--- config.mk ---
export PLATFORM = sky130hd
export DESIGN_NAME = ram2_master
export DESIGN_NICKNAME = d
export VERILOG_FILES = /design/src/rtl/ram2_master.sv
export SDC_FILE = /design/constraint.sdc
export NUM_CORES = 1
export LEC_CHECK = 0
export CORE_AREA = 3 3 111 113
export DETAILED_ROUTE_END_ITERATION = 12
export DIE_AREA = 0 0 114 116
export PLACE_DENSITY = 0.78
export SLEW_MARGIN = 20
export SYNTH_ARGS = -nofsm -noshare
export SYNTH_HDL_FRONTEND = slang
export SYNTH_SLANG_ARGS = --single-unit
--- constraint.sdc ---
create_clock -name clk -period 1.8 [get_ports clk]
set_input_delay 0.36 -clock clk [delete_from_list [all_inputs] [get_ports clk]]
set_output_delay 0.36 -clock clk [all_outputs]
set_load 0.01 [all_outputs]
--- src/rtl/ram2_master.sv ---
// ram2_master: single-outstanding CPU initiator for the RAM2 SRAM-style port.
// Optional address bound checking is enabled by defining RAM2_BOUND_CHECK_EN.
module ram2_master #(
  parameter int ADDR_WIDTH = 12,
  parameter int READ_WAIT  = 1,
  parameter int WRITE_WAIT = 1
) (
  input  logic                  clk,
  input  logic                  rst,
  input  logic                  cpu_req_i,
  input  logic                  cpu_we_i,
  input  logic [31:0]           cpu_addr_i,
  input  logic [3:0]            cpu_sel_i,
  input  logic [31:0]           cpu_data_i,
  output logic [31:0]           cpu_data_o,
  output logic                  cpu_ack_o,
  output logic                  cpu_stall_o,
  output logic                  cpu_err_o,
  output logic [ADDR_WIDTH-1:0] mem_addr_o,
  output logic [31:0]           mem_data_o,
  input  logic [31:0]           mem_data_i,
  output logic                  mem_ce_o,
  output logic                  mem_re_o,
  output logic                  mem_we_o
);

  typedef enum logic [2:0] {IDLE, RD, RMW_RD, WR, DONE} state_e;

  localparam int MAX_WAIT = (READ_WAIT > WRITE_WAIT) ? READ_WAIT : WRITE_WAIT;
  localparam int CNT_W    = (MAX_WAIT > 1) ? $clog2(MAX_WAIT) : 1;
  localparam logic [CNT_W-1:0] RD_LOAD = CNT_W'(READ_WAIT - 1);
  localparam logic [CNT_W-1:0] WR_LOAD = CNT_W'(WRITE_WAIT - 1);

  state_e                state_q, state_d;
  logic [CNT_W-1:0]      cnt_q, cnt_d;
  logic [3:0]            sel_q, sel_d;
  logic [31:0]           wdata_q, wdata_d;
  logic [31:0]           rdata_q, rdata_d;
  logic [31:0]           mdata_q, mdata_d;
  logic [ADDR_WIDTH-1:0] addr_q, addr_d;
  logic                  ack_q, ack_d;
  logic                  err_q, err_d;
  logic                  ce_q, ce_d;
  logic                  re_q, re_d;
  logic                  we_q, we_d;
  logic                  bound_err_s;
  logic                  unused_addr_s;

`ifdef RAM2_BOUND_CHECK_EN
  assign bound_err_s   = |cpu_addr_i[31:ADDR_WIDTH+2];
  assign unused_addr_s = ^cpu_addr_i[1:0];
`else
  assign bound_err_s   = 1'b0;
  assign unused_addr_s = ^{cpu_addr_i[31:ADDR_WIDTH+2], cpu_addr_i[1:0]};
`endif

  // Byte lanes with sel set take the CPU data, the rest keep the stored word.
  function automatic logic [31:0] merge_lanes(input logic [3:0]  sel,
                                              input logic [31:0] wdata,
                                              input logic [31:0] rdata);
    logic [31:0] res;
    res = 32'h0;
    for (int n = 0; n < 4; n++) begin
      res[8*n +: 8] = sel[n] ? wdata[8*n +: 8] : rdata[8*n +: 8];
    end
    return res;
  endfunction

  // Next-state, latch and strobe logic; strobes are derived from the next state.
  always_comb begin
    state_d = state_q;
    cnt_d   = cnt_q;
    sel_d   = sel_q;
    wdata_d = wdata_q;
    rdata_d = rdata_q;
    mdata_d = mdata_q;
    addr_d  = addr_q;
    err_d   = 1'b0;
    case (state_q)
      IDLE: begin
        if (cpu_req_i) begin
          sel_d   = cpu_sel_i;
          wdata_d = cpu_data_i;
          addr_d  = cpu_addr_i[ADDR_WIDTH+1:2];
          cnt_d   = RD_LOAD;
          if (bound_err_s) begin
            state_d = DONE;
            err_d   = 1'b1;
            rdata_d = 32'h0;
          end else if (!cpu_we_i) begin
            state_d = RD;
          end else if (cpu_sel_i == 4'hF) begin
            state_d = WR;
            mdata_d = cpu_data_i;
            cnt_d   = WR_LOAD;
          end else if (cpu_sel_i == 4'h0) begin
            state_d = DONE;
          end else begin
            state_d = RMW_RD;
          end
        end else begin
          state_d = IDLE;
        end
      end
      RD: begin
        if (cnt_q == '0) begin
          rdata_d = mem_data_i;
          state_d = DONE;
        end else begin
          cnt_d = cnt_q - 1'b1;
        end
      end
      RMW_RD: begin
        if (cnt_q == '0) begin
          mdata_d = merge_lanes(sel_q, wdata_q, mem_data_i);
          cnt_d   = WR_LOAD;
          state_d = WR;
        end else begin
          cnt_d = cnt_q - 1'b1;
        end
      end
      WR: begin
        if (cnt_q == '0) begin
          state_d = DONE;
        end else begin
          cnt_d = cnt_q - 1'b1;
        end
      end
      DONE:    state_d = IDLE;
      default: state_d = IDLE;
    endcase
    re_d  = (state_d == RD) || (state_d == RMW_RD);
    we_d  = (state_d == WR);
    ce_d  = re_d || we_d;
    ack_d = (state_d == DONE);
  end

  // State and registered-output update with synchronous active-low reset.
  always_ff @(posedge clk) begin
    if (!rst) begin
      state_q <= IDLE;
      cnt_q   <= '0;
      sel_q   <= 4'h0;
      wdata_q <= 32'h0;
      rdata_q <= 32'h0;
      mdata_q <= 32'h0;
      addr_q  <= '0;
      ack_q   <= 1'b0;
      err_q   <= 1'b0;
      ce_q    <= 1'b0;
      re_q    <= 1'b0;
      we_q    <= 1'b0;
    end else begin
      state_q <= state_d;
      cnt_q   <= cnt_d;
      sel_q   <= sel_d;
      wdata_q <= wdata_d;
      rdata_q <= rdata_d;
      mdata_q <= mdata_d;
      addr_q  <= addr_d;
      ack_q   <= ack_d;
      err_q   <= err_d;
      ce_q    <= ce_d;
      re_q    <= re_d;
      we_q    <= we_d;
    end
  end

  assign cpu_stall_o = (state_q == RD) || (state_q == RMW_RD) || (state_q == WR) ||
                       ((state_q == IDLE) && cpu_req_i);
  assign cpu_data_o  = rdata_q;
  assign cpu_ack_o   = ack_q;
  assign cpu_err_o   = err_q;
  assign mem_addr_o  = addr_q;
  assign mem_data_o  = mdata_q;
  assign mem_ce_o    = ce_q;
  assign mem_re_o    = re_q;
  assign mem_we_o    = we_q;

endmodule

Word-level counts from Yosys, hierarchy flattened
Cells that the tools add are included.

word-level totals
  flip-flop bits (word level) = 120
  input bits = 104
  output and inout bits = 82
  word-level logic and storage cells = 60

cells by class
  add/subtract/negate cells = 1
  eq/ne operators = 12
  multiplexer cells = 19
  bitwise operators = 1
  reductions and logical operators = 16

operators with widths
  cell                   count
  $mux W32               4
  $pmux W32 S2           1
  $mux W8                4
  $mux W3                6
  $eq A3 B2 Y1 const B   4
  $pmux W3 S3            1
  $ne A2 B2 Y1 const B   4
  $eq A3 B1 Y1 const B   2
  $reduce_and A2 Y1      3
  $logic_or A1 B1 Y1     5
  $reduce_and A5 Y1      1
  $eq A4 B4 Y1 const B   1
  $logic_not A4 Y1       1
  $reduce_bool A2 Y1     2
  $eq A3 B3 Y1 const B   1
  $logic_not A3 Y1       1
  $reduce_or A3 Y1       1
  $mux W1                2
  $pmux W1 S2            1
  $reduce_or A2 Y1       1
  $logic_and A1 B1 Y1    1
  $not A1 Y1             1
  $sub A1 B1 Y1 const B  1

Depth between registers and ports, before layout
Gate-level depths: netlist of run 1.

  depth in word-level cells = 9
  gate-level depth with buffers = 6
  gate-level depth less buffers = 4

Least setup slack after synthesis of run 1
OpenSTA, ideal clock, no wires.

  path type = input to register
  start point = in cpu_sel_i[2]
  end point = reg mdata_q[30], in the netlist mem_data_o[30]
  library setup time = 0.070 ns
  arrival = 1.407 ns
  required time = 1.730 ns
  setup slack = 0.323 ns
  cell stages on the path = 5
  path buffers = 1
  cells stage by stage = and4_1 a41oi_1 clkbuf_1 nand2_1 a21boi_1

on the way
  longest elaborated chain between the ends = 3

RTL lines
  item                         RTL line  text
  from (decl)                  13        input logic [3:0] cpu_sel_i,
  $eq A4 B4 Y1                 92        end else if (cpu_sel_i == 4'hF) begin
  $ne A2 B2 Y1 (no line)       n/a
  $reduce_and A5 Y1 (no line)  n/a
  to (signal assigned)         159       mdata_q <= mdata_d;
  to (decl)                    39        logic [31:0] mdata_q, mdata_d;

Every way passes these cells.
A chain may end at the register's enable or synchronous reset.

Worst setup path after layout of run 1
  start point = reg mdata_q[24], in the netlist mem_data_o[24]
  end point = out mem_data_o[24]

RTL lines
  item       RTL line  text
  to (decl)  20        output logic [31:0] mem_data_o,

No word-level cell between the ends.

==> metrics.yaml, run 1 <==
pwr-share-comb_pct: 16.1
final_hold_viol_count: 0
synth_common_cells: "227 x nand2_1, 119 x dfxtp_1, 61 x a21boi_0, 53 x a21boi_1, 34 x clkbuf_1"
power.density_mw_per_mm2: 1033
clk_latency_ns: 0.40
max-vdd-ir-drop_v: 0.0006759
fmax_mhz: 593.0
p_leak_nw: 2.722
fin_skew_ns: 0.009083
netlist_instances: 596
cp.arrival_ns: 1.33
fin_tns_setup_ns: 0
die_x_um: 114
worst_slack_ns: 0.1138
critPathCaptureType: "primary output"
finalNonFillerCells: 916
fin_crit_sh_pct: 93.68
cpPeakStageDelay_ns: 0.57
yosysWarningCount: 0
fp.dieArea_mm2: 0.01322
grtUsageMet1_pct: 26.29
outcome: "completed"
crit_family: "buffers and inverters"
worst_path_max_delay_cell: "clkdlybuf4s50_1"
grt_overflow_total: 0
path_clk_slew_ns: 0.05
period_needed_ns: 1.686
synth_nets: 700
pre_cts_ws_ns: -0.1749
p_int_mw: 5.948
worstSetupStartpointType: "flop"
rsz0062_at_grt: "no"
whs_ns: 0.3691
cts.sink_count: 119
use_met3_pct: 7.572
slew_viol_final: 0
hold_path.class: "in -> reg"
boundaryPins: 186
core_area_mm2: 0.01142
hold_buffers: 0
drtAntennaViolNets: 0
ys.flop_type: "dfxtp_1"
grt_pass1_wl_um: 23470
grt_usage_pct: 22.31
cts_resized: 2
netSwitchingFraction_pct: 24.51
grt_pass1_vias: 4757
gp_congestion: 0.8004
dpl.cell_count: 884
synth_area_leaders: "dfxtp_1 48%, nand2_1 17%, a21boi_0 9.2%, a21boi_1 8.0%, mux2i_1 6.4%"
via_count: 4761
async_flop_share_pct: 0
cts_buffer_depth: 2
design_area_mm2: 0.007629
ys_seq_area_share_pct: 47.62
wl_um: 14600
drc: 0
ys_ff_latch: 119
max_slew_margin_pct: 61.01
antenna_found_initial: 0
dpl_cell_area_mm2: 0.006978
cts_root_buf: "clkbuf_16"
via_per_inst: 5.198
yosysMostFrequentCell: "nand2_1"
synth_adder_area_share_pct: 0
fin_util_pct: 66.81
synth_cell_type_count: 26
crit_buf_inv: 1
worst_slew_pin_slew_ns: 0.5841
finalSetupViolCount: 0
synth_largest_area_cell: "dfxtp_1"
grt_busiest_layer: "met2"
synth_compound_gate_area_share_pct: 22.69
layout-drive-gt1-share_pct: 8.668
maxCapViolCount: 0
io_buffer_count: 164
avgSynthCellArea_um2: 8.393
hpwl_um: 10150
power_frac_seq_pct: 37.4
synthSimpleGateAreaFrac_pct: 19.23
post_cts_buffers: 0
nNetsFinal: 864
clkPwrFrac_pct: 46.6
synth_xor_area_share_pct: 0
critical_path_class: "reg -> out"
grt_max_degree: 64
switchingPower_mw: 1.931
muxShareOfSynthArea_pct: 6.403
cts_tree: "yes"
cts_buffers: 17
cp_max_fo: 2
drt-pass1-iter-count: 4
synth_top_family_by_area: "compound AO/OA/AOI/OAI gates"
htreeDepth: 4
area_growth_pct: 52.50
synth_edf_count: 0
syn-cell-area_mm2: 0.005002
wl_per_cell_um: 15.93
diodes: 0
crit_chain: "clkdlybuf4s50_1"
use_met2_pct: 38.21
worst_ep_required_time_ns: 1.44
drtIter0Drc: 317
rows: 39
synth_top_area_share_pct: 47.62
die_y_um: 116
p_total_mw: 7.879
start_util_pct: 43.81
metal layers:
layer / wire length, um / vias to the layer above
met5: 0 / -
met4: 189 / 0
met3: 1161 / 16
met2: 7095 / 153
met1: 6149 / 2266
li1: - / 2326
final cells by class:
type                       instances  area (um2)
clock buffer                      21       480.5
clock inverter                    11       170.2
fill                             931        3790
multi-input combinational        429        2462
sequential                       119        2384
tap                              143       178.9
timing repair buffer             193        1953
cells by family (layout without fill, tap and decap cells):
group	after synthesis	in the layout
AOI/OAI and AO/OA	151	151
buffers and inverters	48	225
DFF	119	119
muxes	32	32
other	1	1
and+or+nand+nor	245	245
state kept, by name (all words and copies together) (netlist names):
register / flops
cpu_ack_o: 1
cpu_data_o: 32
mem_addr_o: 12
mem_ce_o: 1
mem_data_o: 32
mem_re_o: 1
mem_we_o: 1
sel_q: 4
state_q: 3
wdata_q: 32
path summary, 6_finish.rpt:
kind	slack, ns	from	cells past startpoint	to
max reg2reg	0.26	state_q[2]$_SDFF_PN0_	5	mem_data_o[1]$_SDFFE_PN0P_
min	0.37	rst	2	wdata_q[30]$_SDFFE_PN0P_
min reg2reg	0.45	cpu_data_o[20]$_SDFFE_PN0P_	2	cpu_data_o[20]$_SDFFE_PN0P_
max	0.11	mem_data_o[24]$_SDFFE_PN0P_	1	mem_data_o[24]
power by group through the flow:
stage / logic (mW) / clock network [mW] / registers (mW)
4_1_cts: 1.27 / 3.72 / 2.95
3_3_place_gp: 1.24 / 0 / 2.99
2_1_floorplan: 0.540 / 0 / 3.01
5_1_grt: 1.37 / 3.87 / 2.97
6_report: 1.26 / 3.67 / 2.95
3_5_place_dp: 1.27 / 0 / 3.00
cells in the final DEF, fill, tap and decap left out, types with 2 or more instances in the layout:
cell,Yosys,routed
nand2_1,227,227
bufinv_16,0,4
clkdlybuf4s50_1,0,162
clkinvlp_4,0,3
dfxtp_1,119,118
buf_12,0,8
clkinv_4,0,2
a21boi_0,61,61
a21boi_1,53,53
clkbuf_16,0,17
buf_4,1,21
clkinv_2,0,2
o21a_1,2,2
clkbuf_8,0,4
mux2i_1,32,32
o211ai_1,32,32
nor2_1,7,6
nor3_1,2,2
(Power assumes the default switching activity.)
==> run 2: changes to the inputs <==
- clock period: 1.8 -> 1.75 ns (I/O delays scaled with it)
==> metrics.yaml, run 2 (synthesis gave the netlist of run 1 again) <==
die_y_um: 116
rows: 39
diodes: 0
htreeDepth: 4
io_buffer_count: 164
clk_latency_ns: 0.40
cpPeakStageDelay_ns: 0.55
outcome: "completed"
clkPwrFrac_pct: 43.4
pwr-share-comb_pct: 16.8
final_hold_viol_count: 0
drtAntennaViolNets: 0
max-vdd-ir-drop_v: 0.0008710
grt_max_degree: 53
power.density_mw_per_mm2: 1016
start_util_pct: 43.81
grt_overflow_total: 0
layout-drive-gt1-share_pct: 8.420
finalSetupViolCount: 0
switchingPower_mw: 1.920
cts_buffer_depth: 2
drt-pass1-iter-count: 4
period_needed_ns: 1.658
cts_buffers: 17
slew_viol_final: 0
p_total_mw: 7.626
worst_ep_required_time_ns: 1.40
area_growth_pct: 50.13
max_slew_margin_pct: 60.18
fp.dieArea_mm2: 0.01322
wl_um: 14520
core_area_mm2: 0.01142
hpwl_um: 10150
crit_family: "buffers and inverters"
hold_path.class: "in -> reg"
worstSetupStartpointType: "flop"
cts_tree: "yes"
hold_buffers: 0
fmax_mhz: 603.3
cts.sink_count: 119
worst_path_max_delay_cell: "clkdlybuf4s50_1"
cp_max_fo: 2
cts_root_buf: "clkbuf_16"
path_clk_slew_ns: 0.05
antenna_found_initial: 0
nNetsFinal: 865
critPathCaptureType: "primary output"
p_int_mw: 5.706
crit_buf_inv: 1
drtIter0Drc: 285
grt_pass1_wl_um: 23360
cp.arrival_ns: 1.31
drc: 0
boundaryPins: 186
power_frac_seq_pct: 39.8
grt_usage_pct: 22.26
fin_tns_setup_ns: 0
finalNonFillerCells: 915
wl_per_cell_um: 15.87
worst_slew_pin_slew_ns: 0.5964
maxCapViolCount: 0
critical_path_class: "reg -> out"
layout_commonest_cell: "nand2_1"
rrSetupSlack_ns: 0.15
fin_crit_sh_pct: 94.72
rsz0062_at_grt: "no"
grt_pass1_vias: 4727
num-fill-cells: 945
via_count: 4740
via_per_inst: 5.180
layout_common_cells: "227 x nand2_1, 162 x clkdlybuf4s50_1, 118 x dfxtp_1"
p_leak_nw: 2.676
whs_ns: 0.4025
dpl.cell_count: 885
netSwitchingFraction_pct: 25.18
die_x_um: 114
fin_skew_ns: 0.01046
crit_chain: "clkdlybuf4s50_1"
gp_congestion: 0.8009
==> run 2: changes by cell type in the layout (fill, tap and decap cells not counted), sizes merged <==
cell / delta
bufinv: -2
clkinv: +2
buf: +1
clkbuf: -1
clkinvlp: -1
==> run 2: path summary, 6_finish.rpt <==
check	startpoint	endpoint	cells after the start
max	cpu_data_o[7]$_SDFFE_PN0P_	cpu_data_o[7]	1
min	rst	wdata_q[27]$_SDFFE_PN0P_	2
max reg2reg	state_q[2]$_SDFF_PN0_	mem_data_o[1]$_SDFFE_PN0P_	5
min reg2reg	mem_data_o[5]$_SDFFE_PN0P_	mem_data_o[5]$_SDFFE_PN0P_	2
==> run 2: through the flow <==
step | utilization (%) | instance area [um2] | setup WS, ns
floorplan | - | 5002 | 0.2828
global placement | 60.85 | 6948 | -0.1813
detailed placement | 60.85 | 6948 | -0.2381
CTS | 65.77 | 7510 | 0.06736
global route | 65.77 | 7510 | 0.004688
finish | 65.77 | 7510 | 0.09237
==> run 2: cell type report <==
| cell class | instances | area [um2] | share of cell area [%] |
|---|---|---|---|
| multi-input cells | 429 | 2462 | 32.79 |
| clock inverters | 10 | 105.1 | 1.400 |
| repair buffers | 194 | 1923 | 25.61 |
| flip-flops and latches | 119 | 2384 | 31.74 |
| clock buffers | 20 | 456.7 | 6.081 |
| well taps | 143 | 178.9 | 2.383 |
==> run 2: timing repair <==
action	4_1_cts	5_1_grt
buffers inserted	0	0
setup endpoints to repair	1	1
resized for setup	2	0
pin swaps	0	1
==> run 2: power by group through the flow <==
stage | clock network (mW) | registers, mW | logic, mW
2_1_floorplan | 0 | 3.09 | 0.555
3_3_place_gp | 0 | 3.07 | 1.26
3_5_place_dp | 0 | 3.08 | 1.28
4_1_cts | 3.36 | 3.03 | 1.29
5_1_grt | 3.52 | 3.05 | 1.40
6_report | 3.31 | 3.03 | 1.28
==> run 2: layer usage <==
metal  routed length, um  track usage [%]  vias up
met1                6175            26.13     2224
met3                1120            8.773       25
met4                 244            7.918        0
li1                    -                -     2326
met2                6979            37.08      165
met5                   0                0        -
==> run 3: changes to the inputs <==
- REMOVE_ABC_BUFFERS: default -> 1
==> metrics.yaml, run 3 (synthesis gave the netlist of run 1 again) <==
period_needed_ns: 1.673
area_growth_pct: 52.83
r2r-end: "mem_data_o[28]$_SDFFE_PN0P_"
drtAntennaViolNets: 0
crit_buf_inv: 1
fmax_mhz: 597.7
via_count: 4714
p_leak_nw: 2.735
finalNonFillerCells: 918
outcome: "completed"
p_total_mw: 8.057
worstSetupStartpointType: "flop"
cts_buffer_depth: 2
cts.sink_count: 119
rows: 39
multi_input_area_mm2: 0.002462
cp.depth: 1
fp.dieArea_mm2: 0.01322
fin_util_pct: 66.95
drt-pass1-iter-count: 4
drc: 0
fin_tns_setup_ns: 0
grt_pass1_wl_um: 23290
htreeDepth: 4
grt_max_degree: 38
io_buffer_count: 164
rsz0062_at_grt: "no"
worst_path_max_delay_cell: "clkdlybuf4s50_1"
reg2reg_depth: 5
layout-drive-gt1-share_pct: 9.032
worst_ep_required_time_ns: 1.40
cts_buffers: 17
crit_path_end: "mem_data_o[1]"
max_slew_margin_pct: 63.69
maxCapViolCount: 0
layout_common_cells: "227 x nand2_1, 162 x clkdlybuf4s50_1, 117 x dfxtp_1"
wl_um: 14720
grt_usage_pct: 22.63
dpl.cell_count: 886
rrSetupSlack_ns: 0.19
fin_crit_sh_pct: 95.61
grt_pass1_vias: 4727
fin_skew_ns: 0.01381
post_cts_buffers: 0
finalSetupViolCount: 0
path_clk_slew_ns: 0.06
cts_tree: "yes"
hpwl_um: 10070
cts_root_buf: "clkbuf_16"
die_x_um: 114
die_y_um: 116
cp_max_fo: 2
whs_ns: 0.3286
crit_start: "mem_data_o[1]$_SDFFE_PN0P_"
final_hold_viol_count: 0
layout_commonest_cell: "nand2_1"
core_area_mm2: 0.01142
critical_path_class: "reg -> out"
slew_viol_final: 0
via_per_inst: 5.135
nNetsFinal: 866
wl_per_cell_um: 16.04
worst_slew_pin_slew_ns: 0.5439
cpPeakStageDelay_ns: 0.57
crit_family: "buffers and inverters"
critPathCaptureType: "primary output"
worstReg2RegStart: "state_q[2]$_SDFF_PN0_"
num-fill-cells: 918
crit_chain: "clkdlybuf4s50_1"
clk_latency_ns: 0.43
grt_overflow_total: 0
drtIter0Drc: 205
antenna_found_initial: 0
sequential_cell_area_mm2: 0.002385
boundaryPins: 186
max-vdd-ir-drop_v: 0.0007602
hold_path.class: "in -> reg"
diodes: 0
cp.arrival_ns: 1.32
gp_congestion: 0.7748
power.density_mw_per_mm2: 1054
start_util_pct: 43.81
[run 3: routing by layer]
| layer | global-route usage (%) | share of wire (%) |
|---|---|---|
| met4 | 8.472 | 1.1 |
| met5 | 0 | 0 |
| met2 | 39.54 | 50 |
| met3 | 7.833 | 7.4 |
| met1 | 25.53 | 41 |
[run 3: through the flow]
| step | area (um2) | worst slack, ns |
|---|---|---|
| after floorplan | 4803 | -2.092 |
| after global placement | 7000 | -0.1700 |
| after detailed placement | 7000 | -0.2065 |
| after CTS | 7640 | 0.05435 |
| after global routing | 7645 | 0.01253 |
| final | 7645 | 0.07685 |
[run 3: power breakdown]
group          internal, mW  total (mW)  switching [mW]
logic                 0.706        1.32           0.616
registers              2.90        3.03           0.132
clock network          2.50        3.70            1.21
total                  6.10        8.06            1.95
[run 3: area by class of cell]
cell class,instances,share of cell area [%]
Clock buffer,25,6.874
Clock inverter,7,1.473
Multi-Input combinational cell,429,32.21
Sequential cell,119,31.19
Tap cell,143,2.340
Timing Repair Buffer,195,25.91
[run 3: worst min-delay path by stage]
| stage | from | endpoint | cells after the start |
|---|---|---|---|
| CTS | rst | state_q[1]$_SDFF_PN0_ | 2 |
| finish | rst | state_q[0]$_SDFF_PN0_ | 2 |
| detailed placement | mem_data_o[9]$_SDFFE_PN0P_ | mem_data_o[9]$_SDFFE_PN0P_ | 2 |
| global route | rst | state_q[0]$_SDFF_PN0_ | 2 |
| floorplan | wdata_q[0]$_SDFFE_PN0P_ | wdata_q[0]$_SDFFE_PN0P_ | 2 |
| global placement | mem_data_o[5]$_SDFFE_PN0P_ | mem_data_o[5]$_SDFFE_PN0P_ | 2 |
[run 3: what timing repair did]
item                                    in CTS  in global routing
hold buffers                                 0                  0
endpoints found under the setup margin       1                  1
cloned                                       0                  0
resized for setup                            3                  1
